### config.mk
export PLATFORM = sky130hd
export DESIGN_NAME = mul_div_unit_flat
export DESIGN_NICKNAME = d
export VERILOG_FILES = /design/src/rtl/mul_div_unit_if.sv /design/src/rtl/mul_div_unit.sv /design/src/flat_wrapper.sv
export SDC_FILE = /design/constraint.sdc
export NUM_CORES = 1
export LEC_CHECK = 0
export CAP_MARGIN = 20
export CORE_MARGIN = 2
export CORE_UTILIZATION = 40
export CTS_CLUSTER_DIAMETER = 40
export DETAILED_ROUTE_END_ITERATION = 10
export GPL_TIMING_DRIVEN = 0
export PLACE_DENSITY = 0.68
export SLEW_MARGIN = 20
export SYNTH_ARGS = -nofsm -noshare
export SYNTH_HDL_FRONTEND = slang
export SYNTH_SLANG_ARGS = --single-unit
### constraint.sdc
create_clock -name CLK -period 3.8 [get_ports CLK]
set_clock_uncertainty 0.15 [all_clocks]
set_input_delay 0.38 -clock CLK [delete_from_list [all_inputs] [get_ports CLK]]
set_output_delay 0.38 -clock CLK [all_outputs]
set_load 0.05 [all_outputs]
### src/rtl/mul_div_unit_if.sv
// Operand/result bundle between the register-file read side, the mul/div unit and writeback.
interface mul_div_unit_if #(
    parameter int WIDTH = 32
);
    logic             Start;
    logic [1:0]       Op;
    logic [WIDTH-1:0] busA;
    logic [WIDTH-1:0] busB;
    logic             WHI;
    logic             WLO;
    logic             Busy;
    logic             Done;
    logic [WIDTH-1:0] HI;
    logic [WIDTH-1:0] LO;

    modport master (
        output Start, Op, busA, busB, WHI, WLO,
        input  Busy, Done, HI, LO
    );

    modport slave (
        input  Start, Op, busA, busB, WHI, WLO,
        output Busy, Done, HI, LO
    );
endinterface

### src/rtl/mul_div_unit.sv
// Iterative 32-step shift-add multiplier / restoring divider writing architectural HI/LO.
// Define SIGNED_MD_EN to honour Op[1] as signed MULT/DIV; otherwise all ops are unsigned.
module mul_div_unit #(
    parameter int WIDTH = 32,
    parameter int ITERS = 32
) (
    input  logic          CLK,
    input  logic          RST_N,
    mul_div_unit_if.slave bus
);
    localparam int CNT_W = $clog2(ITERS);
    localparam logic [CNT_W-1:0] LAST_CNT = CNT_W'(ITERS - 1);

    typedef enum logic [1:0] {S_IDLE, S_RUN, S_DONE} state_t;

    state_t           state_q, state_d;
    logic [CNT_W-1:0] cnt_q, cnt_d;
    logic [WIDTH-1:0] acc_hi_q, acc_hi_d;   // partial product high / partial remainder
    logic [WIDTH-1:0] acc_lo_q, acc_lo_d;   // multiplier being consumed / quotient being built
    logic [WIDTH-1:0] opnd_q, opnd_d;       // multiplicand or divisor
    logic             is_div_q, is_div_d;
    logic [WIDTH-1:0] hi_q, hi_d;
    logic [WIDTH-1:0] lo_q, lo_d;

    logic             busy, done, last_iter;
    logic [WIDTH-1:0] a_mag, b_mag;
    logic [WIDTH:0]   mul_sum;
    logic [WIDTH:0]   div_sh;
    logic [WIDTH+1:0] div_diff;
    logic [WIDTH-1:0] step_hi, step_lo;
    logic [WIDTH-1:0] res_hi, res_lo;

    // ---------------- FSM ----------------
    always_ff @(posedge CLK or negedge RST_N) begin
        // NOTE: sequential state uses non-blocking assignments so every flop samples pre-edge values.
        if (!RST_N) state_q <= S_IDLE;
        else        state_q <= state_d;
    end

    always_comb begin
        // NOTE: default assignment first keeps this combinational block latch-free.
        state_d = state_q;
        unique case (state_q)
            S_IDLE:  if (bus.Start) state_d = S_RUN;
            S_RUN:   if (last_iter) state_d = S_DONE;
            S_DONE:  state_d = S_IDLE;
            default: state_d = S_IDLE;
        endcase
    end

    always_comb begin
        busy = (state_q == S_RUN);
        done = (state_q == S_DONE);
    end

    assign last_iter = (state_q == S_RUN) && (cnt_q == LAST_CNT);

    // ---------------- operand conditioning ----------------
`ifdef SIGNED_MD_EN
    logic neg_lo_q, neg_lo_d;   // quotient / product sign
    logic neg_hi_q, neg_hi_d;   // remainder sign (dividend sign)
    logic dbz_q, dbz_d;
    logic a_neg, b_neg;

    always_comb begin
        a_neg = bus.Op[1] & bus.busA[WIDTH-1];
        b_neg = bus.Op[1] & bus.busB[WIDTH-1];
        a_mag = a_neg ? (~bus.busA + 1'b1) : bus.busA;
        b_mag = b_neg ? (~bus.busB + 1'b1) : bus.busB;
        neg_lo_d = neg_lo_q;
        neg_hi_d = neg_hi_q;
        dbz_d    = dbz_q;
        if (state_q == S_IDLE && bus.Start) begin
            neg_lo_d = a_neg ^ b_neg;
            neg_hi_d = a_neg;
            dbz_d    = (bus.busB == '0);
        end
    end

    always_ff @(posedge CLK or negedge RST_N) begin
        if (!RST_N) begin
            neg_lo_q <= 1'b0;
            neg_hi_q <= 1'b0;
            dbz_q    <= 1'b0;
        end else begin
            neg_lo_q <= neg_lo_d;
            neg_hi_q <= neg_hi_d;
            dbz_q    <= dbz_d;
        end
    end
`else
    logic unused_op_sign;
    assign unused_op_sign = bus.Op[1];
    always_comb begin
        a_mag = bus.busA;
        b_mag = bus.busB;
    end
`endif

    // ---------------- one iteration ----------------
    always_comb begin
        mul_sum  = {1'b0, acc_hi_q} + (acc_lo_q[0] ? {1'b0, opnd_q} : '0);
        div_sh   = {acc_hi_q, acc_lo_q[WIDTH-1]};
        div_diff = {1'b0, div_sh} - {2'b00, opnd_q};
        if (is_div_q) begin
            if (!div_diff[WIDTH+1]) begin
                step_hi = div_diff[WIDTH-1:0];
                step_lo = {acc_lo_q[WIDTH-2:0], 1'b1};
            end else begin
                step_hi = div_sh[WIDTH-1:0];
                step_lo = {acc_lo_q[WIDTH-2:0], 1'b0};
            end
        end else begin
            step_hi = mul_sum[WIDTH:1];
            step_lo = {mul_sum[0], acc_lo_q[WIDTH-1:1]};
        end
    end

    // Unsigned divide-by-zero falls out of the restoring loop as LO=all-ones, HI=A.
    always_comb begin
        res_hi = step_hi;
        res_lo = step_lo;
`ifdef SIGNED_MD_EN
        if (is_div_q) begin
            if (dbz_q)         res_lo = '1;
            else if (neg_lo_q) res_lo = ~step_lo + 1'b1;
            if (neg_hi_q)      res_hi = ~step_hi + 1'b1;
        end else if (neg_lo_q) begin
            {res_hi, res_lo} = ~{step_hi, step_lo} + 1'b1;
        end
`endif
    end

    // ---------------- datapath next state ----------------
    always_comb begin
        cnt_d    = cnt_q;
        acc_hi_d = acc_hi_q;
        acc_lo_d = acc_lo_q;
        opnd_d   = opnd_q;
        is_div_d = is_div_q;
        hi_d     = hi_q;
        lo_d     = lo_q;
        if (state_q == S_IDLE) begin
            if (bus.WHI) hi_d = bus.busA;
            if (bus.WLO) lo_d = bus.busA;
            if (bus.Start) begin
                cnt_d    = '0;
                is_div_d = bus.Op[0];
                acc_hi_d = '0;
                acc_lo_d = bus.Op[0] ? a_mag : b_mag;
                opnd_d   = bus.Op[0] ? b_mag : a_mag;
            end
        end else if (state_q == S_RUN) begin
            cnt_d    = cnt_q + 1'b1;
            acc_hi_d = step_hi;
            acc_lo_d = step_lo;
            if (last_iter) begin
                hi_d = res_hi;
                lo_d = res_lo;
            end
        end
    end

    always_ff @(posedge CLK or negedge RST_N) begin
        if (!RST_N) begin
            cnt_q    <= '0;
            acc_hi_q <= '0;
            acc_lo_q <= '0;
            opnd_q   <= '0;
            is_div_q <= 1'b0;
            hi_q     <= '0;
            lo_q     <= '0;
        end else begin
            cnt_q    <= cnt_d;
            acc_hi_q <= acc_hi_d;
            acc_lo_q <= acc_lo_d;
            opnd_q   <= opnd_d;
            is_div_q <= is_div_d;
            hi_q     <= hi_d;
            lo_q     <= lo_d;
        end
    end

    assign bus.Busy = busy;
    assign bus.Done = done;
    assign bus.HI   = hi_q;
    assign bus.LO   = lo_q;
endmodule

### src/flat_wrapper.sv
// flat-port wrapper written by rule: the top's interface ports become plain ports
module mul_div_unit_flat 
#(
    parameter int WIDTH = 32,
    parameter int ITERS = 32
)
  (CLK, RST_N, bus_Start, bus_Op, bus_busA, bus_busB, bus_WHI, bus_WLO, bus_Busy, bus_Done, bus_HI, bus_LO);
  mul_div_unit_if #(.WIDTH(WIDTH)) bus_i ();
  input  logic CLK;
  input  logic RST_N;
  input wire logic [$bits(bus_i.Start)-1:0] bus_Start;
  input wire logic [$bits(bus_i.Op)-1:0] bus_Op;
  input wire logic [$bits(bus_i.busA)-1:0] bus_busA;
  input wire logic [$bits(bus_i.busB)-1:0] bus_busB;
  input wire logic [$bits(bus_i.WHI)-1:0] bus_WHI;
  input wire logic [$bits(bus_i.WLO)-1:0] bus_WLO;
  output wire logic [$bits(bus_i.Busy)-1:0] bus_Busy;
  output wire logic [$bits(bus_i.Done)-1:0] bus_Done;
  output wire logic [$bits(bus_i.HI)-1:0] bus_HI;
  output wire logic [$bits(bus_i.LO)-1:0] bus_LO;
  assign bus_i.Start = bus_Start;
  assign bus_i.Op = bus_Op;
  assign bus_i.busA = bus_busA;
  assign bus_i.busB = bus_busB;
  assign bus_i.WHI = bus_WHI;
  assign bus_i.WLO = bus_WLO;
  assign bus_Busy = bus_i.Busy;
  assign bus_Done = bus_i.Done;
  assign bus_HI = bus_i.HI;
  assign bus_LO = bus_i.LO;
  mul_div_unit #(.WIDTH(WIDTH), .ITERS(ITERS)) u_core (.CLK(CLK), .RST_N(RST_N), .bus(bus_i));
endmodule
== Word level (Yosys, flattened, before mapping) ==
Cells that the tools add are included.
Word-level totals
  flip-flop bits (word level): 168
  bits of input ports: 71
  output and inout port bits: 66
Operators by class
  add/subtract/negate cells: 3
  equality and inequality tests: 7
  mux-type cells: 27
  reduce and logical (&&, ||, !) cells: 9
Operators by type and width (count)
  32-bit 2-to-1 mux: 20
  33-bit by 32-bit subtractor with 34-bit output: 1
  32-bit by 33-bit adder with 33-bit output: 1
  5-bit 2-to-1 mux: 3
  2-bit inequality test, second input constant: 3
  2-bit AND reduction: 3
  3-bit AND reduction: 2
  5-bit by 1-bit adder with 5-bit output, second input constant: 1
  5-bit equality test, second input constant: 1
  2-bit 2-to-1 mux: 2
  2-bit case mux with 2 select lines: 1
  2-bit nonzero test: 2
  2-bit by 1-bit equality test with 1-bit output, second input constant: 1
  2-bit equality test, second input constant: 1
  2-bit logical NOT: 1
  2-bit by 1-bit inequality test with 1-bit output, second input constant: 1
  1-bit logical AND: 1
  1-bit 2-to-1 mux: 1

== Depth between registers and ports, before layout ==
  depth after elaboration: 6
  mapped depth: 14

== Worst setup path after synthesis ==
No wires, ideal clock.
  kind: reg-to-reg
  from: register u_core.acc_lo_q[0]
  to: register u_core.acc_hi_q[31]
  arrival time: 3.030 ns
  setup slack: 0.494 ns
  cell stages (with the launch flop): 15
  path buffers: 1
  cells stage by stage: dfrtp_1 > clkbuf_1 > and2_1 > ha_1 > fa_1 > a211oi_2 > o21ai_1 > a31oi_1 > o211a_1 > a21o_1 > o21ai_1 > a221o_1 > a211o_1 > nand2_1 > o21ai_0
Between the ends
  cells in the longest elaborated chain, start to end: 5
RTL lines
  from (decl): line mul_div_unit.sv:19  | logic [WIDTH-1:0] acc_lo_q, acc_lo_d;
  from (signal assigned): line mul_div_unit.sv:176  | acc_lo_q <= acc_lo_d;
  32-bit 2-to-1 mux: line mul_div_unit.sv:102  | mul_sum = {1'b0, acc_hi_q} + (acc_lo_q[0] ? {1'b0, opnd_q} : '0);
  32-bit by 33-bit adder with 33-bit output: line mul_div_unit.sv:102
  32-bit 2-to-1 mux: line mul_div_unit.sv:105  | if (is_div_q) begin
  32-bit 2-to-1 mux: line mul_div_unit.sv:153  | end else if (state_q == S_RUN) begin
  32-bit 2-to-1 mux: line mul_div_unit.sv:143  | if (state_q == S_IDLE) begin
  to (signal assigned): line mul_div_unit.sv:175  | acc_hi_q <= acc_hi_d;
  to (decl): line mul_div_unit.sv:18  | logic [WIDTH-1:0] acc_hi_q, acc_hi_d;
Every way passes these cells. The select of a mux whose other input is x is not followed.
A chain may end at the register's enable or synchronous reset.

== Final worst setup path ==
Ends and elaborated chain as after synthesis.

==> metrics.cfg <==
[layout]
diodes=0
drive_gt1_share_pct=7.256
final_area_sq_um=14710
area_delta_synth_final_pct=21.45
final_nets=1711

[routing]
route.vias.total=11855
wirelength_um=44280
drt_iter0_drc=1011
first_pass_iters=6
drcViolationCount=0
wl_per_cell_um=22.42
ant_nets=0
avgViaCountPerCell=6.003

[clocking]
cts_tree=yes
insertion_delay_ns=0.45
cts_buffer_depth=2
numCtsBuffers=17
ctsHtreeMaxLevel=4
ctsRootBufferMaster=clkbuf_16
cts.sink_count=168
clk_pin_slew_ns=0.07

[yosys]
syn_nets=1549
ys_top_cells_by_area=dfrtp_1 (35%), ha_1 (6.8%), mux2i_1 (5.7%)
yosysWarningCount=0
syn_avg_cell_area_sq_um=8.592
synth_fa_ha_area_share_pct=7.147
synth_compound_area_share_pct=26.71
synthSimpleGateAreaFrac_pct=16.21
syn_inst=1410
ys_seq_area_share_pct=34.70
yosysTopAreaCell=dfrtp_1
yosys.area.top_type_share_pct=34.70
synth_edf_count=0
ys_async_sr_fraction_pct=100.0
synth_top_family_by_area=compound AO/OA/AOI/OAI gates
ys_ff_latch=168
synthXorXnorAreaFrac_pct=4.049
muxShareOfSynthArea_pct=6.724
netlist_area_sq_um=12110
synth.most_common_cell=nand2_1
yosys-top-cells-count=nand2_1 (172), dfrtp_1 (168), o21ai_0 (99)
synth_ff_type=dfrtp_1
yosysUniqueCellTypes=81

[placement]
routabilityCongestion=0.9546
hpwl_um=34420
postPlaceCellArea_sq_um=14000
portBuffers=134

[timing]
relSlewSlack_pct=34.33
min_period_over_period_pct=97.49
finalSetupViolCount=0
maxSlewViolCount=0
timing.fmax_mhz=269.9
worst_slew_pin_slew_ns=0.9850
finalHoldViolations=0
period_needed_ns=3.705

[floorplanning]
die_area_sq_um=31690
start_util_pct=40.76
die_w_um=178.0
boundaryPins=137
die_h_um=178.0
core_sq_um=29720
num_rows=63

[setup_path]
cp_max_fo=10
worstSetupPathType=reg2reg
cp.arrival_ns=3.87
critPathCaptureType=flip-flop
cp-start-kind=flip-flop
worst_ep_required_time_ns=3.97

[flow_run]
maxCapViolations=0

[worst_hold_path]
min_path_type=in2async

[global_route]
grt.total_usage_pct=28.28
grt_overflow=0
grt_pass1_wl_um=68030
grt_start_max_net_pins=63
antenna_found_initial=0
first_global_vias=11778

[outcome]
status=complete, no violations

-- metal layers --
layer / vias up / track usage (%) / part of all wire [%]
li1: 5437 / - / -
met1: 5747 / 38.18 / 42
met2: 576 / 46.45 / 46
met3: 95 / 3.986 / 8.0
met4: 0 / 9.734 / 3.4
met5: - / 0 / 0
-- worst paths after layout --
| path | startpoint | endpoint | slack, ns | cells past startpoint |
|---|---|---|---|---|
| min in group CLK | u_core.bus.LO[7] | u_core.bus.LO[7] | 0.33 | 2 |
| min reg2reg | u_core.bus.LO[7] | u_core.bus.LO[7] | 0.33 | 2 |
| max reg2reg | u_core.acc_lo_q[0] | u_core.acc_hi_q[31] | 0.1 | 14 |
| max in group asynchronous | RST_N | u_core.bus.HI[7] | 2.24 | 4 |
| min | RST_N | u_core.bus.HI[20] | 0.28 | 2 |
| max | u_core.acc_lo_q[0] | u_core.acc_hi_q[31] | 0.1 | 14 |
-- cell usage in the layout (no fill, tap or decap), types with 10 or more instances in the layout --
master and n:
dfrtp_1 167, a21o_1 65, nand4_1 11, a31oi_1 10, and2_1 33, mux2i_1 69, clkbuf_1 64, inv_1 44
and3_1 17, o211ai_1 15, nor2_1 83, o31ai_1 37, a211oi_1 66, buf_4 10, mux2_2 10, clkbuf_16 17
nor3_1 10, nand2_1 172, nand3_1 30, nor2b_1 31, o21ai_0 96, xnor2_1 28, xor2_1 28, buf_1 10
clkdlybuf4s50_1 133, a21oi_1 90, o21ai_1 29, ha_1 65
-- stage by stage --
stage                     hold slack [ns]  util (%)  std cells  setup WS [ns]  setup TNS [ns]
final                              0.2843     49.51       1975        0.09546               0
after global routing               0.3277     49.51       1975       -0.03535         -0.1593
after CTS                          0.3061     49.20       1969       0.003585               0
after detailed placement           0.1707     47.12       1936        -0.4337          -2.421
after global placement             0.3131     46.92       1934         -4.878         -818.13
after floorplan                  -0.06559         -       1410         0.4943               0
-- critical path, cell delays in order, from the launching register on --
cell	delay (ns)
dfrtp_2	0.45
buf_4	0.19
and2_1	0.15
ha_1	0.22
fa_2	0.41
a211oi_2	0.32
o21ai_2	0.14
a31oi_2	0.17
o211a_1	0.26
a21o_4	0.18
o21ai_1	0.10
a221o_1	0.38
a211o_1	0.32
nand2_1	0.07
o21ai_0	0.08
-- area by class of cell --
type / instances / area [sq um]
buffer: 89 / 370.4
clock buffer: 19 / 442.9
clock inverter: 13 / 135.1
fill: 2798 / 15000
inverter: 47 / 180.2
multi-input combinational: 1106 / 7435
sequential: 168 / 4205
tap: 390 / 488.0
timing repair buffer: 143 / 1456
-- sequential cells by signal, indices dropped and copies added, names as in the netlist --
register,flops
u_core.acc_hi_q,32
u_core.acc_lo_q,32
u_core.bus.HI,32
u_core.bus.LO,32
u_core.opnd_q,32
u_core.cnt_q,5
u_core.state_q,2
u_core.is_div_q,1
-- repair_timing --
| action | 4_1_cts | 5_1_grt |
|---|---|---|
| hold endpoints to repair | 53 | 0 |
| hold buffers | 1 | 0 |
| pin swaps | 2 | 9 |
| resized for setup | 8 | 18 |
| endpoints found under the setup margin | 26 | 32 |
| setup buffers | 0 | 6 |
-- kinds of logic (layout without fill, tap and decap cells) --
kind of cell             Yosys count  after routing
AO/OA/AOI/OAI                    488            488
AND/OR/NAND/NOR                  414            414
flip-flops                       168            168
buffers and inverters            136            311
multiplexers                      80             80
adder cells (fa/ha/maj)           68             68
XOR/XNOR                          56             56
Power is left out: the tool's default activity adds up to more than one toggle a clock period on the data nets, which glitch-free logic cannot reach.
